$ cat src/rtl/jtag_dr_controller_pkg.sv
// Shared encodings and helpers for the JTAG IR/DR controller.
package jtag_dr_controller_pkg;

    // Instruction encodings (4-bit reference width, cast to IR_WIDTH at use)
    localparam logic [3:0] IR_ABORT   = 4'b1000;
    localparam logic [3:0] IR_IDCODE  = 4'b1110;
    localparam logic [3:0] IR_BYPASS  = 4'b1111;
    localparam logic [3:0] IR_USER    = 4'b0100;

    // Pattern loaded into the IR shift register on Capture-IR
    localparam logic [1:0] IR_CAPTURE = 2'b01;

    // Raw TAP strobes as seen from the TAP state machine
    typedef struct packed {
        logic tlr;
        logic update_ir;
        logic capture_ir;
        logic shift_ir;
        logic update_dr;
        logic capture_dr;
        logic shift_dr;
    } tap_strobes_t;

    // Single resolved operation for the current tck cycle
    typedef enum logic [2:0] {
        OpNone,
        OpTlr,
        OpUpdateIr,
        OpCaptureIr,
        OpShiftIr,
        OpUpdateDr,
        OpCaptureDr,
        OpShiftDr
    } tap_op_e;

    // Data register selected by the held instruction
    typedef enum logic [1:0] {
        DrBypass,
        DrIdcode,
        DrUser
    } dr_sel_e;

    // Strobes should be exclusive; if not, the highest-priority one wins.
    function automatic tap_op_e prioritise(input tap_strobes_t s);
        if (s.tlr)        return OpTlr;
        if (s.update_ir)  return OpUpdateIr;
        if (s.capture_ir) return OpCaptureIr;
        if (s.shift_ir)   return OpShiftIr;
        if (s.update_dr)  return OpUpdateDr;
        if (s.capture_dr) return OpCaptureDr;
        if (s.shift_dr)   return OpShiftDr;
        return OpNone;
    endfunction

endpackage

$ cat src/rtl/jtag_dr_controller_if.sv
// TAP-side strobe/serial bundle between the TAP state machine and the IR/DR controller.
interface jtag_dr_controller_if;

    logic tlr;
    logic capture_ir;
    logic shift_ir;
    logic update_ir;
    logic capture_dr;
    logic shift_dr;
    logic update_dr;
    logic tdi;
    logic tdo;
    logic tdo_en;

    // TAP state machine side
    modport master (
        output tlr, capture_ir, shift_ir, update_ir,
        output capture_dr, shift_dr, update_dr, tdi,
        input  tdo, tdo_en
    );

    // IR/DR controller side
    modport slave (
        input  tlr, capture_ir, shift_ir, update_ir,
        input  capture_dr, shift_dr, update_dr, tdi,
        output tdo, tdo_en
    );

endinterface

$ cat src/rtl/jtag_dr_controller_shift_reg.sv
// Capture/shift register: parallel load, right shift with serial input at the MSB, parallel out.
module jtag_dr_controller_shift_reg #(
    parameter int unsigned WIDTH = 8
) (
    input  logic             i_clk,
    input  logic             i_rst_n,
    input  logic             i_capture,
    input  logic             i_shift,
    input  logic             i_tdi,
    input  logic [WIDTH-1:0] i_capture_val,
    output logic [WIDTH-1:0] o_q
);

    logic [WIDTH-1:0] r_q;
    logic [WIDTH-1:0] w_shifted;

    generate
        if (WIDTH == 1) begin : g_single
            assign w_shifted = i_tdi;
        end else begin : g_multi
            assign w_shifted = {i_tdi, r_q[WIDTH-1:1]};
        end
    endgenerate

    // Capture takes precedence over shift; otherwise hold
    always_ff @(posedge i_clk or negedge i_rst_n) begin
        if (!i_rst_n) begin
            r_q <= '0;
        end else if (i_capture) begin
            r_q <= i_capture_val;
        end else if (i_shift) begin
            r_q <= w_shifted;
        end
    end

    assign o_q = r_q;

endmodule

$ cat src/rtl/jtag_dr_controller.sv
// JTAG IR/DR controller: holds and decodes the instruction, sequences capture/shift/update on
// the selected data register, muxes TDO and issues user-update and abort pulses.
module jtag_dr_controller
    import jtag_dr_controller_pkg::*;
#(
    parameter int unsigned IR_WIDTH     = 4,
    parameter logic [31:0] IDCODE_VALUE = 32'h000F_AF01,
    parameter int unsigned USER_WIDTH   = 8
) (
    input  logic                  i_tck,
    input  logic                  i_trst_n,
    jtag_dr_controller_if.slave   tap,
    input  logic [USER_WIDTH-1:0] i_user_capture,
    output logic [IR_WIDTH-1:0]   o_ir,
    output logic [USER_WIDTH-1:0] o_user_data,
    output logic                  o_user_update,
    output logic                  o_abort
);

    localparam logic [IR_WIDTH-1:0] IrIdcode  = IR_WIDTH'(IR_IDCODE);
    localparam logic [IR_WIDTH-1:0] IrUser    = IR_WIDTH'(IR_USER);
    localparam logic [IR_WIDTH-1:0] IrAbort   = IR_WIDTH'(IR_ABORT);
    localparam logic [IR_WIDTH-1:0] IrCapture = IR_WIDTH'(IR_CAPTURE);

    tap_strobes_t          w_strobes;
    tap_op_e               w_op;
    dr_sel_e               w_dr_sel;
    logic                  w_is_abort;

    logic [IR_WIDTH-1:0]   w_ir_shift;
    logic [31:0]           w_idcode_q;
    logic [USER_WIDTH-1:0] w_user_q;
    logic                  w_idcode_unused;

    logic [IR_WIDTH-1:0]   r_ir;
    logic                  r_bypass;
    logic                  r_update_dr_prev;
    logic [USER_WIDTH-1:0] r_user_data;
    logic                  r_user_update;
    logic                  r_abort;

    logic                  w_update_entry;
    logic                  w_sel_lsb;

    assign w_strobes = '{
        tlr:        tap.tlr,
        update_ir:  tap.update_ir,
        capture_ir: tap.capture_ir,
        shift_ir:   tap.shift_ir,
        update_dr:  tap.update_dr,
        capture_dr: tap.capture_dr,
        shift_dr:   tap.shift_dr
    };
    assign w_op = prioritise(w_strobes);

    // Instruction shift register
    jtag_dr_controller_shift_reg #(
        .WIDTH (IR_WIDTH)
    ) u_ir_sr (
        .i_clk         (i_tck),
        .i_rst_n       (i_trst_n),
        .i_capture     (w_op == OpCaptureIr),
        .i_shift       (w_op == OpShiftIr),
        .i_tdi         (tap.tdi),
        .i_capture_val (IrCapture),
        .o_q           (w_ir_shift)
    );

    // Held instruction: IDCODE out of reset and on Test-Logic-Reset
    always_ff @(posedge i_tck or negedge i_trst_n) begin
        if (!i_trst_n) begin
            r_ir <= IrIdcode;
        end else if (w_op == OpTlr) begin
            r_ir <= IrIdcode;
        end else if (w_op == OpUpdateIr) begin
            r_ir <= w_ir_shift;
        end
    end

    // Instruction decode; ABORT and undefined codes fall back to BYPASS
    always_comb begin
        w_dr_sel = DrBypass;
        if (r_ir == IrIdcode) begin
            w_dr_sel = DrIdcode;
        end else if (r_ir == IrUser) begin
            w_dr_sel = DrUser;
        end
    end
    assign w_is_abort = (r_ir == IrAbort);

    // IDCODE data register
    jtag_dr_controller_shift_reg #(
        .WIDTH (32)
    ) u_idcode_sr (
        .i_clk         (i_tck),
        .i_rst_n       (i_trst_n),
        .i_capture     ((w_op == OpCaptureDr) && (w_dr_sel == DrIdcode)),
        .i_shift       ((w_op == OpShiftDr) && (w_dr_sel == DrIdcode)),
        .i_tdi         (tap.tdi),
        .i_capture_val (IDCODE_VALUE),
        .o_q           (w_idcode_q)
    );

    // Only the serial end of IDCODE is observed
    assign w_idcode_unused = ^w_idcode_q[31:1];

    // USER data register
    jtag_dr_controller_shift_reg #(
        .WIDTH (USER_WIDTH)
    ) u_user_sr (
        .i_clk         (i_tck),
        .i_rst_n       (i_trst_n),
        .i_capture     ((w_op == OpCaptureDr) && (w_dr_sel == DrUser)),
        .i_shift       ((w_op == OpShiftDr) && (w_dr_sel == DrUser)),
        .i_tdi         (tap.tdi),
        .i_capture_val (i_user_capture),
        .o_q           (w_user_q)
    );

    // One-bit bypass register: cleared on capture, follows TDI while shifting
    always_ff @(posedge i_tck or negedge i_trst_n) begin
        if (!i_trst_n) begin
            r_bypass <= 1'b0;
        end else if ((w_op == OpCaptureDr) && (w_dr_sel == DrBypass)) begin
            r_bypass <= 1'b0;
        end else if ((w_op == OpShiftDr) && (w_dr_sel == DrBypass)) begin
            r_bypass <= tap.tdi;
        end
    end

    // Update-DR acts only on the first cycle of a (possibly held) update strobe
    assign w_update_entry = (w_op == OpUpdateDr) && !r_update_dr_prev;

    // Update edge tracking, user data write and one-cycle pulses
    always_ff @(posedge i_tck or negedge i_trst_n) begin
        if (!i_trst_n) begin
            r_update_dr_prev <= 1'b0;
            r_user_data      <= '0;
            r_user_update    <= 1'b0;
            r_abort          <= 1'b0;
        end else begin
            r_update_dr_prev <= (w_op == OpUpdateDr);
            r_user_update    <= w_update_entry && (w_dr_sel == DrUser);
            r_abort          <= w_update_entry && w_is_abort;
            if (w_update_entry && (w_dr_sel == DrUser)) begin
                r_user_data <= w_user_q;
            end
        end
    end

    // Serial end of the selected data register
    always_comb begin
        w_sel_lsb = r_bypass;
        unique case (w_dr_sel)
            DrIdcode: w_sel_lsb = w_idcode_q[0];
            DrUser:   w_sel_lsb = w_user_q[0];
            default:  w_sel_lsb = r_bypass;
        endcase
    end

    // TDO follows the raw shift strobes with no register stage
    assign tap.tdo    = tap.shift_ir ? w_ir_shift[0] : (tap.shift_dr ? w_sel_lsb : 1'b0);
    assign tap.tdo_en = tap.shift_ir | tap.shift_dr;

    assign o_ir          = r_ir;
    assign o_user_data   = r_user_data;
    assign o_user_update = r_user_update;
    assign o_abort       = r_abort;

endmodule
$ cat src/flat_wrapper.sv
// flat-port wrapper written by rule: the top's interface ports become plain ports
module jtag_dr_controller_flat import jtag_dr_controller_pkg::*;
#(
    parameter int unsigned IR_WIDTH     = 4,
    parameter logic [31:0] IDCODE_VALUE = 32'h000F_AF01,
    parameter int unsigned USER_WIDTH   = 8
)
  (i_tck, i_trst_n, i_user_capture, o_ir, o_user_data, o_user_update, o_abort, tap_tlr, tap_capture_ir, tap_shift_ir, tap_update_ir, tap_capture_dr, tap_shift_dr, tap_update_dr, tap_tdi, tap_tdo, tap_tdo_en);
  jtag_dr_controller_if tap_i ();
  input  logic i_tck;
  input  logic i_trst_n;
  input  logic [USER_WIDTH-1:0] i_user_capture;
  output logic [IR_WIDTH-1:0] o_ir;
  output logic [USER_WIDTH-1:0] o_user_data;
  output logic o_user_update;
  output logic o_abort;
  input wire logic [$bits(tap_i.tlr)-1:0] tap_tlr;
  input wire logic [$bits(tap_i.capture_ir)-1:0] tap_capture_ir;
  input wire logic [$bits(tap_i.shift_ir)-1:0] tap_shift_ir;
  input wire logic [$bits(tap_i.update_ir)-1:0] tap_update_ir;
  input wire logic [$bits(tap_i.capture_dr)-1:0] tap_capture_dr;
  input wire logic [$bits(tap_i.shift_dr)-1:0] tap_shift_dr;
  input wire logic [$bits(tap_i.update_dr)-1:0] tap_update_dr;
  input wire logic [$bits(tap_i.tdi)-1:0] tap_tdi;
  output wire logic [$bits(tap_i.tdo)-1:0] tap_tdo;
  output wire logic [$bits(tap_i.tdo_en)-1:0] tap_tdo_en;
  assign tap_i.tlr = tap_tlr;
  assign tap_i.capture_ir = tap_capture_ir;
  assign tap_i.shift_ir = tap_shift_ir;
  assign tap_i.update_ir = tap_update_ir;
  assign tap_i.capture_dr = tap_capture_dr;
  assign tap_i.shift_dr = tap_shift_dr;
  assign tap_i.update_dr = tap_update_dr;
  assign tap_i.tdi = tap_tdi;
  assign tap_tdo = tap_i.tdo;
  assign tap_tdo_en = tap_i.tdo_en;
  jtag_dr_controller #(.IR_WIDTH(IR_WIDTH), .IDCODE_VALUE(IDCODE_VALUE), .USER_WIDTH(USER_WIDTH)) u_core (.i_tck(i_tck), .i_trst_n(i_trst_n), .tap(tap_i), .i_user_capture(i_user_capture), .o_ir(o_ir), .o_user_data(o_user_data), .o_user_update(o_user_update), .o_abort(o_abort));
endmodule
$ cat config.mk
export PLATFORM = sky130hd
export DESIGN_NAME = jtag_dr_controller_flat
export DESIGN_NICKNAME = d
export VERILOG_FILES = /design/src/rtl/jtag_dr_controller_pkg.sv /design/src/rtl/jtag_dr_controller_if.sv /design/src/rtl/jtag_dr_controller_shift_reg.sv /design/src/rtl/jtag_dr_controller.sv /design/src/flat_wrapper.sv
export SDC_FILE = /design/constraint.sdc
export NUM_CORES = 1
export LEC_CHECK = 0
export ABC_CLOCK_PERIOD_IN_PS = 3800
export BUFFER_PORTS_ARGS = -buffer_cell sky130_fd_sc_hd__buf_2
export CAP_MARGIN = 10
export CORE_ASPECT_RATIO = 1.1
export CORE_MARGIN = 4
export CORE_UTILIZATION = 62
export DETAILED_ROUTE_END_ITERATION = 16
export PLACE_DENSITY = 0.95
export SLEW_MARGIN = 20
export SYNTH_ARGS = -nofsm -noshare
export SYNTH_HDL_FRONTEND = slang
export SYNTH_HIERARCHICAL = 1
export SYNTH_SLANG_ARGS = --single-unit
$ cat constraint.sdc
create_clock -name i_tck -period 3.8 [get_ports i_tck]
set_clock_uncertainty 0.15 [all_clocks]
set_input_delay 1.14 -clock i_tck [delete_from_list [all_inputs] [get_ports i_tck]]
set_output_delay 1.14 -clock i_tck [all_outputs]
set_load 0.02 [all_outputs]
Word-level counts from Yosys, hierarchy flattened
Cells that the tools add are included.
{ "totals": {"output_inout_bits": 16, "regBits": 60, "word_cells": 98, "inputBits": 18} }
{ "op_classes": {"n_bitwise": 1, "n_eq_ne": 12, "n_mux": 60, "reduce_logical": 16} }
{ "ops": {"columns": ["op", "n"], "rows": [
  ["$mux 32", 2],
  ["$mux 3", 17],
  ["$mux 1", 32],
  ["$mux 4", 4],
  ["$mux 8", 2],
  ["$eq 3x3->1 const B", 4],
  ["$reduce_bool 2->1", 5],
  ["$logic_and 1x1->1", 9],
  ["$eq 4x4->1 const B", 2],
  ["$eq 3x2->1 const B", 2],
  ["$eq 4x3->1 const B", 1],
  ["$mux 2", 2],
  ["$eq 3x1->1 const B", 1],
  ["$eq 2x1->1 const B", 1],
  ["$eq 2x2->1 const B", 1],
  ["$logic_not 2->1", 1],
  ["$pmux 1 s2", 1],
  ["$logic_not 1->1", 1],
  ["$or 1x1->1", 1]
]} }

Logic depth before layout (Yosys ltp)
{ "logic_depth": {"word_depth": 33, "depth_mapped": 8, "ltp_nobuf": 5} }

Hierarchy
The synthesis kept the hierarchy.
{ "modules_own_cells": {"columns": ["mod", "seq_area_each_um2", "n_inst", "area_per_inst_um2", "cells_each"], "rows": [
  ["jtag_dr_controller_shift_reg (u_core.u_idcode_sr)", 800.8, 1, 1515.2, 139],
  ["jtag_dr_controller", 404.1, 1, 855.8, 73],
  ["jtag_dr_controller_shift_reg (u_core.u_user_sr)", 200.2, 1, 372.9, 34],
  ["jtag_dr_controller_shift_reg (u_core.u_ir_sr)", 100.1, 1, 186.4, 17]
]} }

Least setup slack after synthesis
OpenSTA, ideal clock, no wires.
{ "synth_timing": {"path_type": "in2reg", "start": "input port tap_update_ir", "end": "register u_core.u_idcode_sr.r_q[11], in the netlist u_core/u_idcode_sr/o_q[11]", "required_time_ns": 3.530, "path_slack_ns": 0.983, "cell_stages": 8, "setup_time_ns": 0.120, "t_arrival_ns": 2.547, "n_path_buf": 3, "path_cell_list": "buf_6 -> nor4_4 -> nand2_1 -> nor4_1 -> buf_6 -> buf_12 -> mux2i_1 -> o21ai_2"} }
{ "synth_via": {"elab_chain_cells": 19, "word_cells_on_any_way": 24, "cone_classes": "2 x eq/ne; 19 x mux; 3 x reduce/logical"} }
{ "synth_lines": {"columns": ["item", "line_no", "text"], "rows": [
  ["start: declaration", "flat_wrapper.sv:20", "input wire logic [$bits(tap_i.update_ir)-1:0] tap_update_ir;"],
  ["$mux 3 (2 in a row)", "jtag_dr_controller_pkg.sv:46", "if (s.update_ir) return OpUpdateIr;"],
  ["$mux 3 (2 in a row)", "jtag_dr_controller_pkg.sv:47", "if (s.capture_ir) return OpCaptureIr;"],
  ["$mux 3", "jtag_dr_controller_pkg.sv:46", null],
  ["$mux 3", "jtag_dr_controller_pkg.sv:48", "if (s.shift_ir) return OpShiftIr;"],
  ["$mux 3", "jtag_dr_controller_pkg.sv:49", "if (s.update_dr) return OpUpdateDr;"],
  ["$mux 3", "jtag_dr_controller_pkg.sv:50", "if (s.capture_dr) return OpCaptureDr;"],
  ["$mux 3", "jtag_dr_controller_pkg.sv:51", "if (s.shift_dr) return OpShiftDr;"],
  ["$mux 3", "jtag_dr_controller_pkg.sv:52", "return OpNone;"],
  ["$mux 3", "jtag_dr_controller_pkg.sv:51", null],
  ["$mux 3", "jtag_dr_controller_pkg.sv:50", null],
  ["$mux 3", "jtag_dr_controller_pkg.sv:49", null],
  ["$mux 3", "jtag_dr_controller_pkg.sv:48", null],
  ["$mux 3 *", "jtag_dr_controller_pkg.sv:47", null],
  ["$mux 3 *", "jtag_dr_controller_pkg.sv:46", null],
  ["$eq 3x3->1, on equally long branches", "jtag_dr_controller.sv:97, jtag_dr_controller.sv:98", null],
  ["$logic_and 1x1->1, on equally long branches", "jtag_dr_controller.sv:97, jtag_dr_controller.sv:98", null],
  ["$mux 32 / $reduce_bool 2->1 (equally long branches)", null, null],
  ["end signal: assignment", "jtag_dr_controller_shift_reg.sv:30", "r_q <= i_capture_val;"],
  ["end signal: assignment", "jtag_dr_controller_shift_reg.sv:32", "r_q <= w_shifted;"],
  ["end: declaration", "jtag_dr_controller_shift_reg.sv:14", "logic [WIDTH-1:0] r_q;"]
]} }
Mark *: on every way between the ends. The rest lies on a longest branch, timed or not. The select of a mux whose other input is x is not followed.
A chain may end at the register's enable or synchronous reset.

Worst setup path after layout
{ "layout_timing": {"start": "input port tap_shift_ir", "end": "output port tap_tdo"} }
{ "layout_via": {"elab_chain_cells": 1} }
{ "layout_lines": {"columns": ["item", "line_no", "text"], "rows": [
  ["start: declaration", "flat_wrapper.sv:19", "input wire logic [$bits(tap_i.shift_ir)-1:0] tap_shift_ir;"],
  ["$mux 1", "jtag_dr_controller.sv:162", "assign tap.tdo = tap.shift_ir ? w_ir_shift[0] : (tap.shift_dr ? w_sel_lsb : 1'b0);"],
  ["end: declaration", "flat_wrapper.sv:25", "output wire logic [$bits(tap_i.tdo)-1:0] tap_tdo;"]
]} }
Every way passes these cells.

==> summary.txt <==
Status
  • Status: finished clean

Floorplanning
  • Initial Utilization: 65.97%
  • Total core area: 4442 um2
  • Die X: between 70 and 80 um
  • Site Rows: 25
  • IO Pins: 34
  • Die Y-Extent: 80.11 um
  • Die area: 5892 um2

Critical path
  • WP buf/inv: 3
  • Max stage delay on crit path: 0.16 ns
  • Critical Path End Type: output pin
  • Reg2Reg Depth: 5
  • Worst Setup Path Type: in -> out
  • Crit-path cells: buf_2 > inv_1 > o2111ai_1 > nand3_1 > buf_2
  • RR Startpoint: u_core/o_ir[2]$_DFFE_PN1P_
  • Worst Path Arrival: 1.77 ns
  • Crit-path leading delay family: buffers and inverters
  • CP max FO: 5
  • Slowest stage cell, crit path: buf_2
  • CP Launch Type: input pin
  • Most frequent CP cell: buf_2
  • FF-to-FF End: u_core/u_user_sr/o_q[0]$_DFFE_PN0P_
  • CP Data Required Time: 2.51 ns
  • R2R setup slack: roughly 1.5 ns

Timing
  • Slack of the critical path: around 0.74 ns
  • Slew @ Worst Pin: 0.9562 ns
  • Headroom to the max-slew limit: 35.45%
  • RSZ-0062 raised after global routing: false
  • Slew Viols, Final: 0
  • Fmax: 326.6 MHz
  • Final setup vio count: 0
  • Final Hold Fails: 0
  • Final min period: 3.062 ns
  • Part of the cycle the worst path needs: just over 80%
  • Setup tns final: 0 ns

Placement
  • Place WS: slightly above 0.5 ns
  • Post-DP HPWL: ~3.8 mm
  • Port buffer count: 33
  • Final Wtd Congestion: about 0.86

GRT
  • Number of global-route vias before repair: ~2300
  • Overflow after GRT: 0
  • Antenna violations before repair: 0
  • GRT Util Overall: 23.68%
  • Largest net degree at the start of global routing: 65
  • First-pass GRT wire length: 10.53 mm

Synth
  • Leading area contributor after synthesis: dfrtp_1
  • Yosys cell types: 40
  • Top cell type's share of synthesized area: ~50%
  • Ys async rst share: 100.0%
  • Most frequent cell after synthesis: dfrtp_1
  • Syn_area_per_cell: 11.14 um2
  • Sequential fraction of the synthesis area: 51.37%
  • Warnings from Yosys: 6
  • Main area contributors after synthesis: dfrtp_1 49%, mux2i_1 15%, o21ai_1 6.8%
  • Cells after Synth: 263
  • Top_reg_cell synth: dfrtp_1
  • Cell Area, Synth: around 2900 um2
  • EDFF count, synth: 0
  • Commonest cells in the netlist: 57 x dfrtp_1, 47 x nand2_1, 45 x mux2i_1
  • Synthesized flop and latch total: 60

Layout
  • Synthesis-to-finish area growth: 16.82%
  • Layout Nets: 347
  • Multi-input gate area: 1394 um2
  • # fillers: 260
  • Post-layout util: 77.07%
  • ANT cells: 0
  • Layout cells sized above 1: 22.16%
  • FF+latch area: ~1500 um2

Clock network
  • CTS root buf: clkbuf_8
  • Setup Buffers After CTS: 0
  • Clock Path Buffers: 2
  • # clock sinks: 60
  • Depth of the CTS H-tree: 3
  • CTS tree: done
  • Num CTS Buffers: 9
  • Worst-skew pair later-pin latency: 0.33 ns
  • CTS Hold Buffers Added: 0
  • Post_cts resized: 0
  • Clock transition at path regs: 0.06 ns

Routing
  • DR WL/cell: 15.96 um
  • Final wirelength: approximately 6.2 mm
  • Post-DR vias/cell: 5.564
  • Post-DRT Antenna Nets: 0
  • DR vias: 2159
  • DR iter-0 viols: roughly 150
  • # DRC: 0
  • DRT Pass-1 Iters: 4

Power
  • Cell leakage power: 1.566 nW
  • Pwr/cell area: ~460 nW/um2
  • Peak supply drop: 0.3661 mV

Min path
  • Min-Delay Endpoint: u_core/o_user_data[2]$_DFFE_PN0P_
  • HP Start: u_core/o_user_data[2]$_DFFE_PN0P_
  • Worst Hold Depth: 1
  • Worst Hold Class: reg -> reg

Flow run
  • MaxCap Viol Count: 0
==> report_power, final <==
part | total (mW) | internal [mW] | switching, mW
Sequential | 0.770 | 0.717 | 0.0531
Clock | 0.630 | 0.387 | 0.244
Combinational | 0.176 | 0.0731 | 0.103
Total | 1.58 | 1.18 | 0.400
==> layout by cell type, fill, tap and decap left out, types with 2 or more instances in the layout <==
cell / count
inv_1: 3
o21ai_0: 2
nor2_1: 4
dfstp_2: 3
o21ai_2: 2
o21ai_1: 40
a211o_1: 3
dfrtp_1: 57
bufinv_16: 2
nor2b_1: 3
nor3b_1: 2
o2111ai_1: 3
nor4_2: 2
mux2i_1: 45
clkbuf_8: 10
clkbuf_1: 2
buf_4: 3
buf_2: 33
conb_1: 36
mux2_2: 8
nand2_1: 47
buf_12: 2
and2_1: 2
==> through the flow <==
step / area [um2] / std cells / hold WS [ns] / power (mW)
5_1_grt: 3423 / 388 / 0.3743 / 1.648
2_1_floorplan: 3058 / 297 / 0.3058 / 0.8812
3_3_place_gp: 3206 / 372 / 0.3327 / 0.9342
4_1_cts: 3423 / 388 / 0.3625 / 1.583
6_report: 3423 / 388 / 0.3641 / 1.577
3_5_place_dp: 3206 / 372 / 0.3437 / 0.9501
==> how the worst max path moves through the flow <==
stage | startpoint | endpoint | slack [ns] | cells after the start
finish | tap_shift_ir | tap_tdo | 0.74 | 5
CTS | tap_shift_ir | tap_tdo | 0.75 | 5
global route | tap_shift_ir | u_core/u_user_sr/o_q[0]$_DFFE_PN0P_ | 0.65 | 6
global placement | tap_shift_ir | u_core/u_user_sr/o_q[0]$_DFFE_PN0P_ | 0.63 | 6
detailed placement | tap_shift_ir | u_core/u_user_sr/o_q[6]$_DFFE_PN0P_ | 0.51 | 6
floorplan | tap_update_ir | u_core/u_idcode_sr/o_q[11]$_DFFE_PN0P_ | 0.98 | 8
==> layout make-up <==
type	instances	area share (%)
Inverter	3	0.3289
Timing Repair Buffer	38	6.652
Clock inverter	4	2.120
Sequential cell	60	43.97
Multi-Input combinational cell	217	40.72
Clock buffer	12	4.240
Tap cell	54	1.974
==> sequential cells by signal, summed over array words and instances (netlist names) <==
signal,cells
u_core/o_abort,1
u_core/o_ir,4
u_core/o_user_data,8
u_core/o_user_update,1
u_core/r_bypass,1
u_core/r_update_dr_prev,1
u_core/u_idcode_sr/o_q,32
u_core/u_ir_sr/o_q,4
u_core/u_user_sr/o_q,8
==> routing by layer <==
metal	track usage [%]	vias to the layer above	share of wire (%)
li1	-	1021	-
met1	29.39	1043	42
met2	39.72	82	51
met3	5.131	13	5.8
met4	9.601	0	2.1
met5	0	-	0
==> logic make-up after synthesis <==
| kind of cell | after synthesis | share of synthesized area (%) |
|---|---|---|
| other | 2 | 0.2563 |
| buffers and inverters | 20 | 5.849 |
| and+or+nand+nor | 72 | 12.68 |
| DFF | 60 | 51.37 |
| AOI/OAI and AO/OA | 55 | 11.10 |
| xor gates and xnor gates | 1 | 0.2989 |
| muxes | 53 | 18.45 |
==> worst register-to-register path, cell delays in order, from the launching register on <==
cell and delay (ns):
dfstp_2 0.60, nor2b_1 0.21, nand4_1 0.17, nor2_1 0.69, mux2i_1 0.29, o21ai_1 0.11
Power figures use the tool's default switching activity.
